<file path="config.mk">
export PLATFORM = sky130hd
export DESIGN_NAME = fetch_sequencer
export DESIGN_NICKNAME = d
export VERILOG_FILES = /design/src/rtl/fetch_sequencer.sv
export SDC_FILE = /design/constraint.sdc
export NUM_CORES = 1
export LEC_CHECK = 0
export ABC_AREA = 1
export CAP_MARGIN = 25
export CORE_MARGIN = 2
export CORE_UTILIZATION = 42
export CTS_BUF_LIST = sky130_fd_sc_hd__clkbuf_2 sky130_fd_sc_hd__clkbuf_4 sky130_fd_sc_hd__clkbuf_8
export CTS_CLUSTER_DIAMETER = 120
export CTS_CLUSTER_SIZE = 10
export DETAILED_ROUTE_END_ITERATION = 16
export PLACE_DENSITY = 0.73
export SETUP_SLACK_MARGIN = 0.4
export SYNTH_ARGS = -nofsm -noshare
export SYNTH_HDL_FRONTEND = slang
export SYNTH_SLANG_ARGS = --single-unit
export TNS_END_PERCENT = 30
</file>
<file path="constraint.sdc">
create_clock -name CLK -period 2.9 [get_ports CLK]
set_clock_uncertainty 0.15 [all_clocks]
set_input_delay 0.87 -clock CLK [delete_from_list [all_inputs] [get_ports CLK]]
set_output_delay 0.87 -clock CLK [all_outputs]
set_load 0.05 [all_outputs]
</file>
<file path="src/rtl/fetch_sequencer.sv">
// fetch_sequencer
//   Front end of the multicycle MIPS core. Owns the PC, fetches one
//   instruction at a time over iREN/ihit and holds it stable for the
//   decoder. Runs the data-memory phase (dREN/dWEN until dhit) for loads
//   and stores. Selects the next PC from the decoder's PCsrc and holds a
//   sticky halt.
// Ports
//   CLK, nRST            clock (rising edge), async active-low reset
//   ihit, imemload       instruction memory handshake / data
//   imemaddr, iREN       fetch address (= PC), fetch request
//   instr                registered instruction word for the decoder
//   cu_dREN/dWEN/halt    decoder classification of the current instr
//   PCsrc, br_taken      next-PC select and branch condition
//   imm_addr, j_addr     branch offset and jump target fields
//   rs_data              JR target register value
//   dhit, dREN, dWEN     data memory handshake / requests
//   pc_plus4             PC+4 of the current instr (JAL link value)
//   wb_en                retire strobe for the current instr
//   halt                 sticky halt flag
module fetch_sequencer #(
    parameter logic [31:0] PC_INIT = 32'h0000_0000
) (
    input  logic        CLK,
    input  logic        nRST,
    input  logic        ihit,
    input  logic [31:0] imemload,
    output logic [31:0] imemaddr,
    output logic        iREN,
    output logic [31:0] instr,
    input  logic        cu_dREN,
    input  logic        cu_dWEN,
    input  logic        cu_halt,
    input  logic [1:0]  PCsrc,
    input  logic        br_taken,
    input  logic [15:0] imm_addr,
    input  logic [25:0] j_addr,
    input  logic [31:0] rs_data,
    input  logic        dhit,
    output logic        dREN,
    output logic        dWEN,
    output logic [31:0] pc_plus4,
    output logic        wb_en,
    output logic        halt
);

    typedef enum logic [1:0] {FETCH, EXEC, MEM, HALTED} state_t;

    state_t      r_state;
    logic [31:0] r_pc;
    logic [31:0] r_instr;
    logic        r_halt;
    logic        r_dren;
    logic        r_dwen;

    logic [31:0] w_pc4;
    logic [31:0] w_br_off;
    logic [31:0] w_next_pc;
    logic        w_mem_req;
    logic        w_retire;

    assign w_pc4     = r_pc + 32'd4;
    assign w_br_off  = {{14{imm_addr[15]}}, imm_addr, 2'b00};
    assign w_mem_req = cu_dREN | cu_dWEN;

    always_comb begin
        w_next_pc = w_pc4;
        case (PCsrc)
            2'b00: w_next_pc = w_pc4;
            2'b01: w_next_pc = br_taken ? (w_pc4 + w_br_off) : w_pc4;
            2'b10: w_next_pc = {w_pc4[31:28], j_addr, 2'b00};
            // JR target: misaligned low bits are dropped, not trapped
            default: w_next_pc = rs_data & 32'hFFFF_FFFC;
        endcase
    end

    // Retire is combinational so the register write lands in the same
    // cycle the PC advances; pc_plus4 still reflects the retiring instr.
    assign w_retire = ((r_state == EXEC) && !cu_halt && !w_mem_req) ||
                      ((r_state == MEM) && dhit);

    always_ff @(posedge CLK or negedge nRST) begin
        if (!nRST) begin
            r_state <= FETCH;
            r_pc    <= PC_INIT;
            r_instr <= 32'h0;
            r_halt  <= 1'b0;
            r_dren  <= 1'b0;
            r_dwen  <= 1'b0;
        end else begin
            case (r_state)
                FETCH: begin
                    if (ihit) begin
                        r_instr <= imemload;
                        r_state <= EXEC;
                    end
                end
                EXEC: begin
                    // halt wins over a memory op decoded in the same instr
                    if (cu_halt) begin
                        r_halt  <= 1'b1;
                        r_state <= HALTED;
                    end else if (w_mem_req) begin
                        // a conflicting load+store resolves to the store
                        r_dwen  <= cu_dWEN;
                        r_dren  <= cu_dREN & ~cu_dWEN;
                        r_state <= MEM;
                    end else begin
                        r_pc    <= w_next_pc;
                        r_state <= FETCH;
                    end
                end
                MEM: begin
                    if (dhit) begin
                        r_dren  <= 1'b0;
                        r_dwen  <= 1'b0;
                        r_pc    <= w_next_pc;
                        r_state <= FETCH;
                    end
                end
                default: r_state <= HALTED;
            endcase
        end
    end

    assign imemaddr = r_pc;
    assign iREN     = (r_state == FETCH);
    assign instr    = r_instr;
    assign dREN     = r_dren;
    assign dWEN     = r_dwen;
    assign pc_plus4 = w_pc4;
    assign wb_en    = w_retire;
    assign halt     = r_halt;

endmodule

</file>
==> results of run 1 <==
final timing paths:
kind	depth (start not counted)	startpoint	slack, ns	endpoint
hold reg to reg	1	halt	0.34	halt
setup / recovery	23	imemaddr[2]	-0.30	imemaddr[20]
setup reg to reg	23	imemaddr[2]	-0.30	imemaddr[20]
hold / removal	1	halt	0.34	halt
max in group asynchronous	2	nRST	1.92	imemaddr[20]
min in group asynchronous	2	nRST	0.36	instr[1]
timing repair:
action	in CTS	in global routing
hold buffers	0	0
cloned	0	0
pin swaps	74	39
buffers inserted	18	13
resized for setup	269	114
setup endpoints to repair	124	61
cell usage in the layout, fill, tap and decap left out, types with 22 or more instances in the layout:
| master | instances |
|---|---|
| dlygate4sd2_1 | 58 |
| nand3_1 | 53 |
| nor2_4 | 27 |
| inv_1 | 133 |
| dfrtp_1 | 48 |
| mux2_2 | 32 |
| nand2_1 | 296 |
| o21ai_0 | 30 |
| nor2_2 | 24 |
| nand2_2 | 76 |
| buf_4 | 201 |
| inv_2 | 24 |
| a21oi_1 | 37 |
| nor2_1 | 79 |
| buf_12 | 30 |
| buf_6 | 22 |
| clkdlybuf4s50_1 | 110 |
per-layer routing:
| metal | part of all wire (%) | wire, um |
|---|---|---|
| met1 | 41 | 12100 |
| met2 | 48 | 14200 |
| met3 | 7.1 | 2100 |
| met4 | 3.6 | 1050 |
| met5 | 0 | 0 |
worst max-delay path: cells and delay by family (launching register included):
| family | cells | cell delay [ns] |
|---|---|---|
| and+or+nand+nor | 15 | 1.26 |
| buffers and inverters | 4 | 0.46 |
| adders and majority gates | 2 | 0.42 |
| DFF | 1 | 0.45 |
| AOI/OAI and AO/OA | 2 | 0.34 |
cells in the mapped netlist (2+ instances only):
cell type  number
nor3_1          8
o21bai_1        5
clkinv_1        3
nand2_4         4
a211oi_1        2
o21ai_0        45
xnor2_1         2
nor3b_2         3
o21ai_1         9
nor2_1        114
mux2_2         32
clkbuf_1       14
a21oi_2         3
or2_2           5
nor2_2         10
o221ai_1        2
a21oi_1        55
nand3_4         2
buf_2           7
nand4_1        13
xor2_1          8
a21o_1          3
nand2_2        11
nor2_4          6
inv_1         165
dfrtp_1        67
nand3_1        74
nand2_1       381
ha_1           36
and2_1          2
o21ai_2         2
xor2_2          2
or2_1           4
o211ai_1        6
o2111ai_1       3
buf_4           6
cell families after synthesis:
kind of cell,synth area share (%)
buffers and inverters,11.2
other,0.0538
flip-flops,24.1
AND/OR/NAND/NOR,39.9
XOR/XNOR,1.72
adder cells (fa/ha/maj),6.76
AO/OA/AOI/OAI,11.1
multiplexers,5.17
state kept, by name, indices dropped and copies added, names as in the netlist:
register	cells
instr	32
halt	1
dWEN	1
imemaddr	30
r_state	2
dREN	1
power breakdown:
group	internal (mW)	switching, mW
clock	0.401	0.398
combinational	4.52	6.69
sequential	1.41	0.433
layout make-up:
class	count	area [um^2]	share of cell area, %
multi-input combinational	864	5710	45.3
timing repair buffer	432	4070	32.2
sequential	67	1700	13.5
inverter	169	659	5.23
tap	220	275	2.18
clock buffer	9	124	0.982
clock inverter	7	76.3	0.605
==> metrics, run 1 <==
clk_lat worst skew=0.35 ns; yosys warns=0; top-area cell type share of the netlist area=24.1%; cell count after synthesis=1126; first-pass GRT wire length=45100 um; TritonCTS Buffers=9; wire per inst=16.7 um; Slew headroom=63.1%; M2 GR Usage=55.3%; Slew @ Worst Pin=0.555 ns; Worst-path clk slew=0.08 ns; Peak supply drop=814 uV; root buf cell=clkbuf_8; CTS Buffer Depth=2; Initial Util=42.4%; post-route ant nets=0; Die W=133 um; Leak Pwr=6.28 nW; vias in the first global route=8934; sequential element share of the synthesized area=24.1%; Hold/Removal Path Class=register to register; met1 GRT Util=41.2%; Syn Area/Cell=6.18 um^2; DRC violations left=0; IO Port Bufs=210; crit share post-route=111%; Cell Rows=47; Critical Path Most Common Cell=nand2_2; Critical Path Start Type=register; worst path cell trace=ha_4 -> nand2_4 -> nor2_4 -> nand2_2 -> nor2_4 -> nand2_2 -> o21ai_4 -> clkinvlp_4 -> ha_4 -> buf_6 -> nand2_8 -> inv_4 -> a21oi_2 -> buf_4 -> nand3_4 -> nand2_2 -> nand2_1 -> nand2_1 -> nand3_2 -> nand3_2 -> nand2_2 -> nand2_2 -> nand2_1; Worst path max stage delay=0.45 ns; area of the core=16400 um^2; total negative setup slack=-8.46 ns; P&R area growth vs syn=81.2%; Max Cap Viol=0; failing checks=setup timing; drt pass-1 iters=8; DP Area=11100 um^2; Worst Path Class, Setup=register to register; area leader, netlist=dfrtp_1; WHS=0.335 ns; layout cells sized above 1=39.6%; ys flop type=dfrtp_1; final instance area=12600 um^2; die area=17600 um^2; grt met3 use=5.52%; Design Power=13.9 mW; via count=9100; Critical Path AT=3.30 ns; Max Clock Freq=0.312 GHz; crit-path max FO=4; Slowest-stage cell, CP=dfrtp_4; Final nets=1696; Layout fillers=1158; hpwl dp=22900 um; H-tree levels=3; Tmin final=3.20 ns; gr usage total=32.3%; via/cell ratio=5.15; synth unique cells=48; grt total ovfl=0; Die Ht=133 um; Iteration-0 DRC Markers=729; Final WS setup=-0.305 ns; initial antenna violation count=0; CTS tree=yes; Power Density=1100 nW/um^2; GP Congestion=0.961; placed insts=1721; Sink Count=67; Final Hold Vio Count=0; register bit total from synthesis=67; GRT busiest layer=met2; RSZ-0062 raised after global routing=yes; CP endpoint kind=register; ys async rst share=100%; Util after Layout=76.9%; dpl ws=-0.446 ns; Post-Syn Area=6960 um^2; antenna cell count=0; Non-Filler Instances=1768; outcome=complete, but fails checks; number of flops mapped to enable cells by yosys=0; synth top area cells=dfrtp_1 (24%), nand2_1 (21%), inv_1 (8.9%); I/O pins=217; Detailed Route WL=29500 um; Max Slew Vio Count=0; largest net degree at the start of global routing=68; final setup fails=47; Critical Path RT=3.00 ns
Note: power is estimated with default switching activity, not from simulation.
==> run 2, diff against run 1 <==
--- a/config.mk
+++ b/config.mk
@@ -14,6 +14,7 @@
 export CTS_CLUSTER_SIZE = 10
 export DETAILED_ROUTE_END_ITERATION = 16
 export PLACE_DENSITY = 0.73
+export RECOVER_POWER = 25
 export SETUP_SLACK_MARGIN = 0.4
 export SYNTH_ARGS = -nofsm -noshare
 export SYNTH_HDL_FRONTEND = slang
==> metrics, run 2 (synthesis gave the netlist of run 1 again) <==
outcome=complete, but fails checks; failing checks=capacitance limit, slew limit, setup timing; gr usage total=32.3%; first-pass GRT wire length=45100 um; antenna cell count=0; Final WS setup=-0.296 ns; wire per inst=16.7 um; Worst-path clk slew=0.08 ns; grt total ovfl=0; Non-Filler Instances=1768; H-tree levels=3; Slew @ Worst Pin=1.66 ns; critical path depth=23; placed insts=1721; Layout fillers=1160; post-route ant nets=0; CTS tree=yes; Max Slew Vio Count=68; Slowest-stage cell, CP=dfrtp_4; commonest non-fill, non-tap cell in the layout=nand2_1; Detailed Route WL=29400 um; vias in the first global route=8934; final setup fails=47; via count=9106; crit-path max FO=4; I/O pins=217; Critical Path Start Type=register; Leak Pwr=6.27 nW; WHS=0.335 ns; area of the core=16400 um^2; root buf cell=clkbuf_8; layout cells sized above 1=39.6%; Max Clock Freq=0.313 GHz; P&R area growth vs syn=80.9%; CTS Buffer Depth=2; worst path cell trace=ha_4 -> nand2_4 -> nor2_4 -> nand2_2 -> nor2_4 -> nand2_2 -> o21ai_4 -> clkinvlp_4 -> ha_4 -> buf_6 -> nand2_8 -> inv_4 -> a21oi_2 -> buf_4 -> nand3_4 -> nand2_2 -> nand2_1 -> nand2_1 -> nand3_2 -> nand3_2 -> nand2_2 -> nand2_2 -> nand2_1; Design Power=13.8 mW; Power Density=1100 nW/um^2; Die Ht=133 um; IO Port Bufs=210; clk_lat worst skew=0.35 ns; Critical Path RT=3.00 ns; Critical Path AT=3.29 ns; Initial Util=42.4%; Final Hold Vio Count=0; Die W=133 um; drt pass-1 iters=5; Sink Count=67; Cell Rows=47; hpwl dp=22900 um; CP endpoint kind=register; total negative setup slack=-8.45 ns; die area=17600 um^2; Critical Path Most Common Cell=nand2_2; Largest register FFs=32; Tmin final=3.20 ns; Worst Path Class, Setup=register to register; via/cell ratio=5.15; Min-Delay Path Depth=1; Peak supply drop=815 uV; Final nets=1696; Buf/Inv on CP=4; Max Cap Viol=1; initial antenna violation count=0; Hold/Removal Path Class=register to register; dpl ws=-0.446 ns; crit share post-route=110%; largest net degree at the start of global routing=68; delay-heaviest family, CP=simple AND/OR/NAND/NOR gates; RSZ-0062 raised after global routing=yes; TritonCTS Buffers=9; Iteration-0 DRC Markers=711; Worst path max stage delay=0.45 ns; GP Congestion=0.961; Register-to-Register Path Depth=23; most frequent cells in the layout=nand2_1 (296), buf_4 (201), inv_1 (133), clkdlybuf4s50_1 (110), nor2_1 (79); Slew headroom=-10.8%; DRC violations left=0
run 2: cell types whose count changed in the layout (fill, tap and decap cells not counted), sizes merged:
cell and delta:
clkbuf +1, buf -1
run 2: cell type report:
cell class              instances  area [um^2]  area share (%)
well taps                     220          275            2.18
multi-input cells             864         5710            45.3
clock buffers                   9          124           0.983
flip-flops and latches         67         1700            13.5
repair buffers                432         4050            32.2
clock inverters                 7         76.3           0.606
inverters                     169          659            5.23
run 2: final timing paths:
kind                        startpoint            to  slack [ns]
setup / recovery           imemaddr[2]  imemaddr[20]       -0.30
hold / removal                    halt          halt        0.34
setup reg to reg           imemaddr[2]  imemaddr[20]       -0.30
hold reg to reg                   halt          halt        0.34
max in group asynchronous         nRST   imemaddr[2]        0.57
min in group asynchronous         nRST  imemaddr[11]        0.87
run 2: worst reg2reg max path, cell delays in order (launching register included):
cell and delay (ns):
dfrtp_4 0.45, ha_4 0.16, nand2_4 0.05, nor2_4 0.15
nand2_2 0.10, nor2_4 0.13, nand2_2 0.09, o21ai_4 0.20
clkinvlp_4 0.17, ha_4 0.26, buf_6 0.13, nand2_8 0.07
inv_4 0.03, a21oi_2 0.14, buf_4 0.13, nand3_4 0.11
nand2_2 0.09, nand2_1 0.05, nand2_1 0.07, nand3_2 0.08
nand3_2 0.09, nand2_2 0.07, nand2_2 0.06, nand2_1 0.04
run 2: through the flow:
stage	cell area (um^2)	utilization, %
CTS	12100	73.7
global route	12600	76.8
global placement	11100	67.9
detailed placement	11100	67.9
floorplan	7180	-
finish	12600	76.8
run 2: report_power, final:
part           internal, mW  switching (mW)  total, mW
Sequential             1.41           0.433       1.84
Combinational          4.52            6.69       11.2
Clock                 0.401           0.398      0.799
run 2: routing by layer:
| layer | global-route usage [%] | part of all wire [%] | wire [um] | up-vias |
|---|---|---|---|---|
| met1 | 41.2 | 41 | 12100 | 4250 |
| met5 | 0 | 0 | 0 | - |
| met3 | 5.52 | 7.1 | 2080 | 75 |
| met4 | 11.1 | 3.5 | 1040 | 0 |
| met2 | 55.3 | 48 | 14200 | 388 |
| li1 | - | - | - | 4393 |
run 2: timing repair:
action                                  CTS  global route
resized for setup                       269           114
setup buffers                            18            13
hold buffers                              0             0
endpoints found under the setup margin  124            61
pin swaps                                74            39
==> run 3, diff against run 2 <==
--- a/config.mk
+++ b/config.mk
@@ -7,14 +7,12 @@
 export LEC_CHECK = 0
 export ABC_AREA = 1
 export CAP_MARGIN = 25
-export CORE_MARGIN = 2
 export CORE_UTILIZATION = 42
 export CTS_BUF_LIST = sky130_fd_sc_hd__clkbuf_2 sky130_fd_sc_hd__clkbuf_4 sky130_fd_sc_hd__clkbuf_8
 export CTS_CLUSTER_DIAMETER = 120
 export CTS_CLUSTER_SIZE = 10
 export DETAILED_ROUTE_END_ITERATION = 16
 export PLACE_DENSITY = 0.73
-export RECOVER_POWER = 25
 export SETUP_SLACK_MARGIN = 0.4
 export SYNTH_ARGS = -nofsm -noshare
 export SYNTH_HDL_FRONTEND = slang
==> metrics, run 3 (synthesis gave the netlist of run 1 again) <==
outcome=complete, but fails checks; failing checks=setup timing; Hold/Removal Path Class=primary input to asynchronous set/reset pin; IO Port Bufs=210; initial antenna violation count=0; TritonCTS Buffers=9; delay-heaviest family, CP=buffers and inverters; antenna cell count=0; largest net degree at the start of global routing=48; Max Clock Freq=0.300 GHz; Register-to-Register Path Depth=21; I/O pins=217; CTS tree=yes; wire per inst=17.3 um; WHS=0.328 ns; Peak supply drop=765 uV; worst path cell trace=ha_4 -> nand2_4 -> nor2_4 -> nand2_2 -> nor2_4 -> nand2_2 -> o21ai_4 -> clkinvlp_4 -> buf_4 -> buf_4 -> buf_8; CP endpoint kind=primary output; Slew headroom=64.1%; P&R area growth vs syn=82.1%; Tmin final=3.33 ns; Die Ht=131 um; die area=17100 um^2; Critical Path Start Type=register; Sink Count=67; Post-CTS Hold Fix Bufs=0; Layout fillers=1102; hpwl dp=23000 um; R2R Setup Slk=-0.36 ns; Util after Layout=79.0%; gr usage total=34.8%; post-route ant nets=0; total negative setup slack=-10.86 ns; DRC violations left=0; crit-path max FO=3; Largest register FFs=32; Final Hold Vio Count=0; Buf/Inv on CP=4; CTS Buffer Depth=2; Critical Path AT=2.31 ns; crit share post-route=115%; Final nets=1691; Worst path max stage delay=0.43 ns; GP Congestion=0.963; most frequent cells in the layout=nand2_1 (276), buf_4 (192), inv_1 (132), clkdlybuf4s50_1 (112), nand2_2 (93); Worst-path clk slew=0.07 ns; vias in the first global route=8947; Max Cap Viol=0; Max Slew Vio Count=0; final setup fails=50; Reg-to-Reg Start=imemaddr[2]; grt total ovfl=0; Critical Path RT=1.88 ns; clk_lat worst skew=0.36 ns; area of the core=16100 um^2; commonest non-fill, non-tap cell in the layout=nand2_1; Slew @ Worst Pin=0.540 ns; Slowest-stage cell, CP=dfrtp_4; via/cell ratio=5.23; RSZ-0062 raised after global routing=yes; layout cells sized above 1=41.6%; drt pass-1 iters=7; Leak Pwr=6.29 nW; Cell Rows=46; via count=9198; dpl ws=-0.415 ns; Power Density=1110 nW/um^2; root buf cell=clkbuf_8; Crit Reg-Reg Endpoint=imemaddr[13]; H-tree levels=3; Worst Path Class, Setup=register to primary output; Iteration-0 DRC Markers=686; Detailed Route WL=30300 um; Initial Util=43.4%; Die W=131 um; first-pass GRT wire length=45300 um; Final WS setup=-0.432 ns
## run 3: cell types whose count changed in the layout (fill, tap and decap cells not counted), moves of 8 or more
cell / previous run / this run
nand2_1: 296 / 276
nand2_2: 76 / 93
buf_4: 201 / 192
nor2_2: 24 / 33
nand3_1: 53 / 45
nand3_2: 18 / 26
## run 3: timing repair
action | in CTS | in global routing
buffers inserted | 18 | 9
endpoints found under the hold margin | 0 | 0
cloned | 0 | 0
endpoints found under the setup margin | 125 | 66
gates resized for setup | 286 | 124
pin swaps | 89 | 89
## run 3: worst register-to-register path, stage by stage (launching register included)
cell,delay [ns]
dfrtp_4,0.43
ha_4,0.15
nand2_4,0.05
nor2_4,0.14
nand2_2,0.09
nor2_4,0.14
nand2_2,0.09
o21ai_4,0.27
clkinvlp_4,0.18
ha_4,0.28
nand2_2,0.07
nand2_2,0.08
a21oi_2,0.19
buf_4,0.15
nand3_4,0.08
a21oi_2,0.13
o21ai_1,0.10
buf_4,0.15
nand3_2,0.06
nand2_2,0.08
nand2_2,0.07
nand2_2,0.04
## run 3: through the flow
stage	power, mW	cell area (um^2)	instances
after floorplan	7.32	7180	1129
after global placement	11.6	11200	1716
after detailed placement	11.8	11200	1716
after CTS	13.3	12200	1750
after global routing	14.9	12700	1759
final	14.1	12700	1759
## run 3: power by group
group	switching, mW	total, mW	internal, mW
clock network	0.396	0.886	0.490
logic	6.85	11.4	4.54
registers	0.415	1.83	1.41
## run 3: how the worst max path moves through the flow
stage / start / to / slack (ns) / depth (start not counted)
2_1_floorplan: imemaddr[3] / imemaddr[23] / -0.34 / 23
3_3_place_gp: imm_addr[15] / imemaddr[19] / -0.39 / 14
3_5_place_dp: imm_addr[15] / imemaddr[19] / -0.41 / 14
4_1_cts: imemaddr[2] / pc_plus4[10] / -0.26 / 10
5_1_grt: imemaddr[16] / imemaddr[21] / -0.68 / 20
6_report: imemaddr[2] / pc_plus4[10] / -0.43 / 11
## run 3: per-layer routing
layer / GRT usage [%] / vias to the layer above / wire (um)
met3: 5.74 / 65 / 2150
met4: 13.6 / 0 / 1010
met2: 58.8 / 408 / 14800
met5: 0 / - / 0
li1: - / 4381 / -
met1: 44.5 / 4344 / 12400
## run 3: area by class of cell
cell class | instances | area (um^2) | area share [%]
clock buffer | 9 | 124 | 0.977
inverter | 169 | 649 | 5.12
tap | 216 | 270 | 2.13
multi-input combinational | 864 | 5760 | 45.4
clock inverter | 7 | 98.8 | 0.779
sequential | 67 | 1700 | 13.4
timing repair buffer | 427 | 4080 | 32.2
